$ cat src/rtl/spi_xfer.sv
// rtl/spi_xfer.sv - SPI mode-0 byte transfer engine with programmable SCK half-period
// One byte per START, MSB first; RDATA updates only when a transfer completes.
module spi_xfer #(
  parameter int unsigned DIVW = 4
) (
  input  logic            CLK,
  input  logic            nRST,
  input  logic            START,
  input  logic [7:0]      WDATA,
  input  logic [DIVW-1:0] DIV,
  input  logic            MISO,
  output logic            SCK,
  output logic            MOSI,
  output logic            BUSY,
  output logic            DONE,
  output logic [7:0]      RDATA
);

  typedef enum logic {IDLE, SHIFT} state_t;

  state_t          state_q, state_d;
  logic [DIVW-1:0] div_q, div_d;
  logic [DIVW-1:0] cnt_q, cnt_d;
  logic [3:0]      bit_q, bit_d;
  logic [7:0]      tx_q, tx_d;
  logic [7:0]      rx_q, rx_d;
  logic [7:0]      rdata_q, rdata_d;
  logic            sck_q, sck_d;
  logic            mosi_q, mosi_d;
  logic            done_q, done_d;
  logic            armed_q, armed_d;

  always_comb begin
    state_d = state_q;
    div_d   = div_q;
    cnt_d   = cnt_q;
    bit_d   = bit_q;
    tx_d    = tx_q;
    rx_d    = rx_q;
    rdata_d = rdata_q;
    sck_d   = sck_q;
    mosi_d  = mosi_q;
    done_d  = 1'b0;
    // Blocks acceptance on the first edge after reset release.
    armed_d = 1'b1;

    case (state_q)
      IDLE: begin
        sck_d  = 1'b0;
        mosi_d = 1'b1;
        if (START && armed_q) begin
          state_d = SHIFT;
          div_d   = DIV;
          cnt_d   = DIV;
          bit_d   = 4'd0;
          tx_d    = WDATA;
          rx_d    = 8'h00;
          mosi_d  = WDATA[7];
        end
      end
      SHIFT: begin
        if (cnt_q == '0) begin
          cnt_d = div_q;
          sck_d = ~sck_q;
          if (!sck_q) begin
            rx_d = {rx_q[6:0], MISO};
          end else if (bit_q == 4'd7) begin
            state_d = IDLE;
            done_d  = 1'b1;
            rdata_d = rx_q;
            mosi_d  = 1'b1;
            bit_d   = 4'd0;
            cnt_d   = '0;
          end else begin
            bit_d  = bit_q + 4'd1;
            mosi_d = tx_q[6];
            tx_d   = {tx_q[6:0], 1'b0};
          end
        end else begin
          cnt_d = cnt_q - DIVW'(1);
        end
      end
      default: state_d = IDLE;
    endcase
  end

  always_ff @(posedge CLK or negedge nRST) begin
    if (!nRST) begin
      state_q <= IDLE;
      div_q   <= '0;
      cnt_q   <= '0;
      bit_q   <= 4'd0;
      tx_q    <= 8'h00;
      rx_q    <= 8'h00;
      rdata_q <= 8'h00;
      sck_q   <= 1'b0;
      mosi_q  <= 1'b1;
      done_q  <= 1'b0;
      armed_q <= 1'b0;
    end else begin
      state_q <= state_d;
      div_q   <= div_d;
      cnt_q   <= cnt_d;
      bit_q   <= bit_d;
      tx_q    <= tx_d;
      rx_q    <= rx_d;
      rdata_q <= rdata_d;
      sck_q   <= sck_d;
      mosi_q  <= mosi_d;
      done_q  <= done_d;
      armed_q <= armed_d;
    end
  end

  assign SCK   = sck_q;
  assign MOSI  = mosi_q;
  assign BUSY  = (state_q == SHIFT);
  assign DONE  = done_q;
  assign RDATA = rdata_q;

endmodule

$ cat config.mk
export PLATFORM = sky130hd
export DESIGN_NAME = spi_xfer
export DESIGN_NICKNAME = d
export VERILOG_FILES = /design/src/rtl/spi_xfer.sv
export SDC_FILE = /design/constraint.sdc
export NUM_CORES = 1
export LEC_CHECK = 0
export ABC_AREA = 1
export ABC_CLOCK_PERIOD_IN_PS = 4430
export CELL_PAD_IN_SITES_DETAIL_PLACEMENT = 1
export CELL_PAD_IN_SITES_GLOBAL_PLACEMENT = 1
export CORE_AREA = 2 2 90 92
export CTS_BUF_LIST = sky130_fd_sc_hd__clkbuf_8
export DETAILED_ROUTE_END_ITERATION = 12
export DIE_AREA = 0 0 92 94
export PLACE_DENSITY = 0.53
export SLEW_MARGIN = 0
export SYNTH_ARGS = -nofsm -noshare
export SYNTH_HDL_FRONTEND = slang
export SYNTH_SLANG_ARGS = --single-unit
$ cat constraint.sdc
create_clock -name CLK -period 4.43 [get_ports CLK]
set_input_delay 0.886 -clock CLK [delete_from_list [all_inputs] [get_ports CLK]]
set_output_delay 0.886 -clock CLK [all_outputs]
set_load 0.1 [all_outputs]
; ---- Word level (Yosys, flattened, before mapping)
; Cells that the tools add are included.
[totals]
elab_cells = 64
register_bits = 40
input_bits = 16
[op_classes]
n_addsub = 2
n_eq_ne = 6
n_reduce_logical = 8
n_bitwise = 2
n_mux = 35
[op_table]
columns = operator, n
row1 = $mux W4, 8
row2 = $mux W7, 4
row3 = $mux W8, 3
row4 = $pmux W4 S2, 2
row5 = $pmux W8 S2, 1
row6 = $pmux W7 S2, 1
row7 = $mux W1, 13
row8 = $reduce_and A4 Y1, 2
row9 = $ne A2 B2 Y1 const B, 3
row10 = $pmux W1 S2, 3
row11 = $reduce_and A3 Y1, 2
row12 = $add A4 B1 Y4 const B, 1
row13 = $eq A4 B3 Y1 const B, 1
row14 = $logic_not A4 Y1, 1
row15 = $ne A2 B1 Y1 const B, 2
row16 = $reduce_and A2 Y1, 2
row17 = $sub A4 B1 Y4 const B, 1
row18 = $not A1 Y1, 2
row19 = $logic_and A1 B1 Y1, 1

; ---- Longest topological paths before layout
; Gate-level depths: netlist of the first run.
[depth]
word_depth = 5
depth_mapped = 9
mapped_depth_nobuf = 9

; ---- Least setup slack after synthesis of the first run
; OpenSTA, ideal clock, no wires.
[synth_path]
path_type = register to register
startpoint = reg state_q (netlist: BUSY)
endpoint = reg tx_q[1]
path_buffers = 2
stages_incl_launch_ff = 10
path_slack_ps = 2483
arrival_ps = 1825
setup_ps = 122
cell_sequence = dfrtp_1 -> buf_6 -> nand2_4 -> inv_4 -> nand3_4 -> nand2_4 -> nand2_4 -> buf_6 -> nand2_1 -> o21ai_2
[synth_between]
elab_chain_cells = 3
elab_cells_between_ends = 7
[synth_lines]
columns = item, line_no
row1 = from (decl), 21  ; state_t state_q, state_d;
row2 = from (signal assigned), 101  ; state_q <= state_d;
row3 = $not A1 Y1 (no source line), n/a
row4 = $ne A2 B2 Y1 (no source line), n/a
row5 = $reduce_and A4 Y1 (no source line), n/a
row6 = to (signal assigned), 105  ; tx_q <= tx_d;
row7 = to (decl), 25  ; logic [7:0] tx_q, tx_d;
; Several ways; a longest one is shown, not always the timed one.
; A chain may end at the register's enable or synchronous reset.

; ---- Worst setup path after layout of the first run
[layout_path]
startpoint = reg mosi_q (netlist: MOSI)
endpoint = out MOSI
[layout_rtl]
columns = item, line_no
row1 = from (decl), 29  ; logic mosi_q, mosi_d;
row2 = from (signal assigned), 109  ; mosi_q <= mosi_d;
row3 = to (decl), 13  ; output logic MOSI,
; No word-level cell between the ends.

==> results of run 1 <==
==> registers in the layout, indices dropped and copies added (netlist names), 4 cells and up <==
name / flops
tx_q: 7
bit_q: 4
rx_q: 8
div_q: 4
RDATA: 8
cnt_q: 4
==> area by class of cell <==
type                    instances  area (sq um)
fillers                       906          5196
flip-flops and latches         40          1002
multi-input cells             154         839.6
repair buffers                 28         270.3
well taps                     102         127.6
clock buffers                   5         68.82
inverters                      14         60.06
clock inverters                 3         42.54
==> Yosys cell counts <==
library cell | number | area [sq um]
inv_4 | 3 | 18.77
buf_6 | 4 | 45.04
dfstp_2 | 1 | 26.28
nand3_2 | 1 | 10.01
nand3_4 | 3 | 52.55
ha_1 | 2 | 25.02
nand3_1 | 12 | 60.06
o21ai_1 | 2 | 10.01
nand2_4 | 4 | 45.04
a21oi_1 | 3 | 15.01
mux2i_1 | 6 | 60.06
nor2_4 | 2 | 22.52
a22oi_1 | 1 | 7.510
nor2_1 | 11 | 41.29
dfrtp_1 | 39 | 975.9
or2_1 | 1 | 6.260
buf_2 | 1 | 5.000
nand2_1 | 80 | 300.3
o21ai_2 | 12 | 105.1
conb_1 | 1 | 3.750
o211ai_1 | 1 | 7.510
inv_1 | 10 | 37.54
o21ai_0 | 9 | 45.04
inv_2 | 1 | 3.750
xor2_1 | 1 | 8.760
o31ai_1 | 1 | 7.510
clkbuf_1 | 1 | 3.750
nand2_2 | 1 | 6.260
==> cell families (layout without fill, tap and decap cells) <==
| group | after synthesis | after routing | synth area share |
|---|---|---|---|
| adders and majority gates | 2 | 2 | 0.01279 |
| xor gates and xnor gates | 1 | 1 | 0.004479 |
| muxes | 6 | 6 | 0.03071 |
| DFF | 40 | 40 | 0.5125 |
| other | 1 | 1 | 0.001918 |
| AOI/OAI and AO/OA | 29 | 29 | 0.1011 |
| and+or+nand+nor | 115 | 115 | 0.2783 |
| buffers and inverters | 20 | 50 | 0.05822 |
==> how the worst max path moves through the flow <==
stage,from,end,slack [ps],depth (start not counted)
floorplan,BUSY,tx_q[1],2480,9
global placement,MOSI,MOSI,1910,1
detailed placement,MOSI,MOSI,1900,1
CTS,MOSI,MOSI,1570,1
global route,SCK,SCK,1540,1
finish,MOSI,MOSI,1580,1
==> per-stage QoR <==
stage	hold slack (ps)	area (sq um)	util	setup slack, ps	instances
after global placement	466.9	2300	0.3023	1912	338
after global routing	510.2	2411	0.3169	1536	346
after floorplan	441.6	1956	-	2483	214
after CTS	493.7	2411	0.3169	1565	346
final	487.0	2411	0.3169	1585	346
after detailed placement	469.2	2300	0.3023	1902	338
==> report_power, final <==
part	switching [mW]	internal [mW]
logic	0.318	0.159
registers	0.0747	0.462
clock network	0.136	0.167
==> routing by layer <==
| layer | up-vias | track usage |
|---|---|---|
| li1 | 736 | - |
| met1 | 706 | 0.1742 |
| met2 | 20 | 0.1801 |
| met3 | 5 | 0.02970 |
| met4 | 0 | 0.04726 |
| met5 | - | 0 |
==> results.json, run 1 <==
{
  "status": "finished clean",
  "vias": 1467,
  "wl_per_cell_um": 13.23,
  "syn_area_sq_um": 1956,
  "clk_latency_ps": 300,
  "route.met3.wl_um": 150,
  "final_common_cell": "nand2_1",
  "cp_max_fo": 2,
  "leakagePower_nw": 1.140,
  "synth-seq-cells": 40,
  "min_path_type": "flip-flop to flip-flop",
  "synthCells": 214,
  "rows": 32,
  "skew_ps": 12.04,
  "path_cells": "clkdlybuf4s50_1",
  "critPathCaptureType": "primary output",
  "syn2layout_area_growth_pct": 23.29,
  "post_cts.repair.setup_buffers": 0,
  "final_hold_viol_count": 0,
  "cts_buffers": 5,
  "rr_endpoint": "RDATA[1]",
  "grt_max_degree": 41,
  "period_share": 0.6423,
  "gp_congestion": 0.7311,
  "peakVddDrop_v": 0.0001650,
  "die_h_um": 94,
  "syn_nets": 232,
  "portBuffers": 27,
  "htreeDepth": 2,
  "antenna_left": 0,
  "hp-start": "RDATA[7]",
  "ys_seq_area_frac": 0.5125,
  "grt_pass1_wl_mm": 8.238,
  "startpoint_type": "flip-flop",
  "drive_above_1_share": 0.1598,
  "fp.coreArea_sq_um": 7607,
  "cts_tree": "done",
  "crit_type": "flip-flop to primary output",
  "synthDistinctLibCells": 28,
  "critPathRequiredTime_ps": 3540,
  "antenna_found_initial": 0,
  "p_per_area_nw_per_um2": 546.3,
  "maxSlewViolCount": 0,
  "grt_usage": 0.1227,
  "total_power_mw": 1.317,
  "grt_pass1_vias": 1599,
  "dieArea_sq_um": 8648,
  "maxCapViolCount": 0,
  "vias_per_cell": 4.240,
  "final_nets": 261,
  "r2r_start": "cnt_q[0]",
  "setup_tns_ps": 0,
  "rsz0062_at_grt": "no",
  "root_buffer": "clkbuf_8",
  "dr_wl_met2_mm": 2.044,
  "insertedDiodeCount": 0,
  "period_minus_slack_ps": 2845,
  "yosysWarnings": 0,
  "worst_slew_pin_slew_ps": 969.4,
  "path_clk_slew_ps": 80,
  "cts_hold_buf": 0,
  "timing.fmax_mhz": 351.5,
  "drtIter0Drc": 51,
  "rrSetupSlack_ps": 2710,
  "io_pins": 28,
  "hold_depth": 2,
  "finalWirelength_mm": 4.576,
  "setup_viol": 0,
  "slew_headroom": 0.3517,
  "initial_core_util": 0.2571,
  "whs_endpoint": "RDATA[7]",
  "top_layer": "met4",
  "worstPathArrival_ps": 1960,
  "slowest_delay_ps": 1120,
  "r2r_cells": 8,
  "drc": 0,
  "hpwl_mm": 3.101,
  "die_w_um": 92,
  "crit_family": "buffers and inverters",
  "clockBufferDepth": 2,
  "clock_sinks": 40,
  "avgSynthCellArea_sq_um": 9.138,
  "drt-met1-wl_mm": 2.323,
  "final_cell_mix": "nand2_1, dfrtp_1, clkdlybuf4s50_1, o21ai_2, nand3_1",
  "post_cts_resized": 0,
  "critPathSlowestCell": "clkdlybuf4s50_1",
  "first_pass_iters": 4,
  "overflow": 0,
  "crit_buf_inv": 1
}
(Power assumes the default switching activity.)
==> inputs of run 2 (changes only) <==
--- a/config.mk
+++ b/config.mk
@@ -6,14 +6,14 @@
 export NUM_CORES = 1
 export LEC_CHECK = 0
 export ABC_AREA = 1
-export ABC_CLOCK_PERIOD_IN_PS = 4430
+export ABC_CLOCK_PERIOD_IN_PS = 2280
 export CELL_PAD_IN_SITES_DETAIL_PLACEMENT = 1
 export CELL_PAD_IN_SITES_GLOBAL_PLACEMENT = 1
 export CORE_AREA = 2 2 90 92
 export CTS_BUF_LIST = sky130_fd_sc_hd__clkbuf_8
 export DETAILED_ROUTE_END_ITERATION = 12
 export DIE_AREA = 0 0 92 94
-export PLACE_DENSITY = 0.53
+export PLACE_DENSITY = 0.55
 export SLEW_MARGIN = 0
 export SYNTH_ARGS = -nofsm -noshare
 export SYNTH_HDL_FRONTEND = slang
==> constraint.sdc (replaced) <==
create_clock -name CLK -period 2.28 [get_ports CLK]
set_input_delay 0.456 -clock CLK [delete_from_list [all_inputs] [get_ports CLK]]
set_output_delay 0.456 -clock CLK [all_outputs]
set_load 0.1 [all_outputs]
==> results.json, run 2 (synthesis results as in run 1) <==
{
  "rsz0062_at_grt": "no",
  "r2r_cells": 8,
  "slowest_delay_ps": 470,
  "rrSetupSlack_ps": 590,
  "finalInstanceArea_sq_um": 2427,
  "io_pins": 28,
  "skew_ps": 8.186,
  "maxSlewViolCount": 0,
  "antenna_found_initial": 0,
  "drc": 0,
  "finalWirelength_mm": 4.676,
  "fillers": 907,
  "peakVddDrop_v": 0.0003240,
  "status": "finished clean",
  "gp_congestion": 0.8352,
  "syn2layout_area_growth_pct": 24.12,
  "grt_usage": 0.1165,
  "period_share": 0.7510,
  "crit_type": "flip-flop to primary output",
  "insertedDiodeCount": 0,
  "post_cts_resized": 0,
  "clk_latency_ps": 300,
  "first_pass_iters": 4,
  "die_w_um": 92,
  "r2r_start": "cnt_q[0]",
  "cts_buffers": 5,
  "place_area_sq_um": 2320,
  "setup_viol": 0,
  "crit_buf_inv": 2,
  "post_cts.repair.setup_buffers": 0,
  "drtIter0Drc": 78,
  "crit_family": "buffers and inverters",
  "holdWs_ps": 120.3,
  "drive_above_1_share": 0.2105,
  "wl_per_cell_um": 13.40,
  "vias_per_cell": 4.287,
  "portBuffers": 27,
  "dieArea_sq_um": 8648,
  "cts_hold_buf": 0,
  "hpwl_mm": 3.393,
  "clock_sinks": 40,
  "clockBufferDepth": 2,
  "final_common_cell": "nand2_1",
  "vias": 1496,
  "utilization": 0.3191,
  "setup_tns_ps": 0,
  "grt_pass1_vias": 1536,
  "root_buffer": "clkbuf_8",
  "startpoint_type": "flip-flop",
  "antenna_left": 0,
  "period_minus_slack_ps": 1712,
  "critPathCaptureType": "primary output",
  "htreeDepth": 2,
  "maxCapViolCount": 0,
  "timing.fmax_mhz": 584.0,
  "cp_max_fo": 13,
  "grt_max_degree": 22,
  "final_nets": 264,
  "rows": 32,
  "grt_pass1_wl_mm": 7.790,
  "overflow": 0,
  "path_cells": "buf_4, buf_12",
  "worstPathArrival_ps": 1260,
  "rr_endpoint": "RDATA[2]",
  "die_h_um": 94,
  "min_path_type": "input port to async pin",
  "final_hold_viol_count": 0,
  "final_cell_mix": "nand2_1, dfrtp_1, clkdlybuf4s50_1, buf_4",
  "cts_tree": "done",
  "leakagePower_nw": 1.181,
  "fp.coreArea_sq_um": 7607,
  "path_clk_slew_ps": 80,
  "p_per_area_nw_per_um2": 1055,
  "initial_core_util": 0.2571,
  "critPathRequiredTime_ps": 1820,
  "critPathSlowestCell": "dfrtp_1"
}
-- run 2: changes by cell type in the layout (fill, tap and decap cells not counted) --
cell             delta
buf_12              +2
buf_4              +12
clkdlybuf4s50_1    -11
clkinvlp_4          -1
inv_1               +1
-- run 2: per-layer routing --
| layer | global-route usage | up-vias | part of all wire |
|---|---|---|---|
| met5 | 0 | - | 0 |
| met2 | 0.1826 | 23 | 0.45 |
| met3 | 0.02648 | 6 | 0.039 |
| li1 | - | 749 | - |
| met4 | 0.03731 | 0 | 0.013 |
| met1 | 0.1598 | 718 | 0.50 |
-- run 2: metrics by stage --
stage                     setup WS [ps]  power [mW]  instances
after floorplan                   333.4       1.784        214
after global placement            459.7       1.984        341
after detailed placement          445.5       2.005        341
after CTS                         555.8       2.596        349
after global routing              404.4       2.735        349
final                             567.8       2.560        349
-- run 2: final cells by class --
class | count | area (sq um) | share of cell area
multi-input cells | 154 | 839.6 | 0.3459
well taps | 102 | 127.6 | 0.05258
flip-flops and latches | 40 | 1002 | 0.4129
clock buffers | 5 | 68.82 | 0.02835
repair buffers | 31 | 290.3 | 0.1196
inverters | 14 | 60.06 | 0.02474
clock inverters | 3 | 38.79 | 0.01598
-- run 2: worst max path at each step --
stage	startpoint	to	slack [ps]	cells past startpoint
2_1_floorplan	BUSY	tx_q[1]	330	9
3_3_place_gp	START	tx_q[2]	460	6
3_5_place_dp	START	rx_q[4]	450	6
4_1_cts	BUSY	BUSY	560	2
5_1_grt	cnt_q[0]	RDATA[1]	400	8
6_report	BUSY	BUSY	570	2
-- run 2: power breakdown --
part	switching [mW]	internal [mW]	total, mW	leakage [nW]
Clock	0.263	0.321	0.584	0.0593
Combinational	0.615	0.306	0.922	0.616
Sequential	0.155	0.899	1.05	0.505
Total	1.03	1.53	2.56	1.18
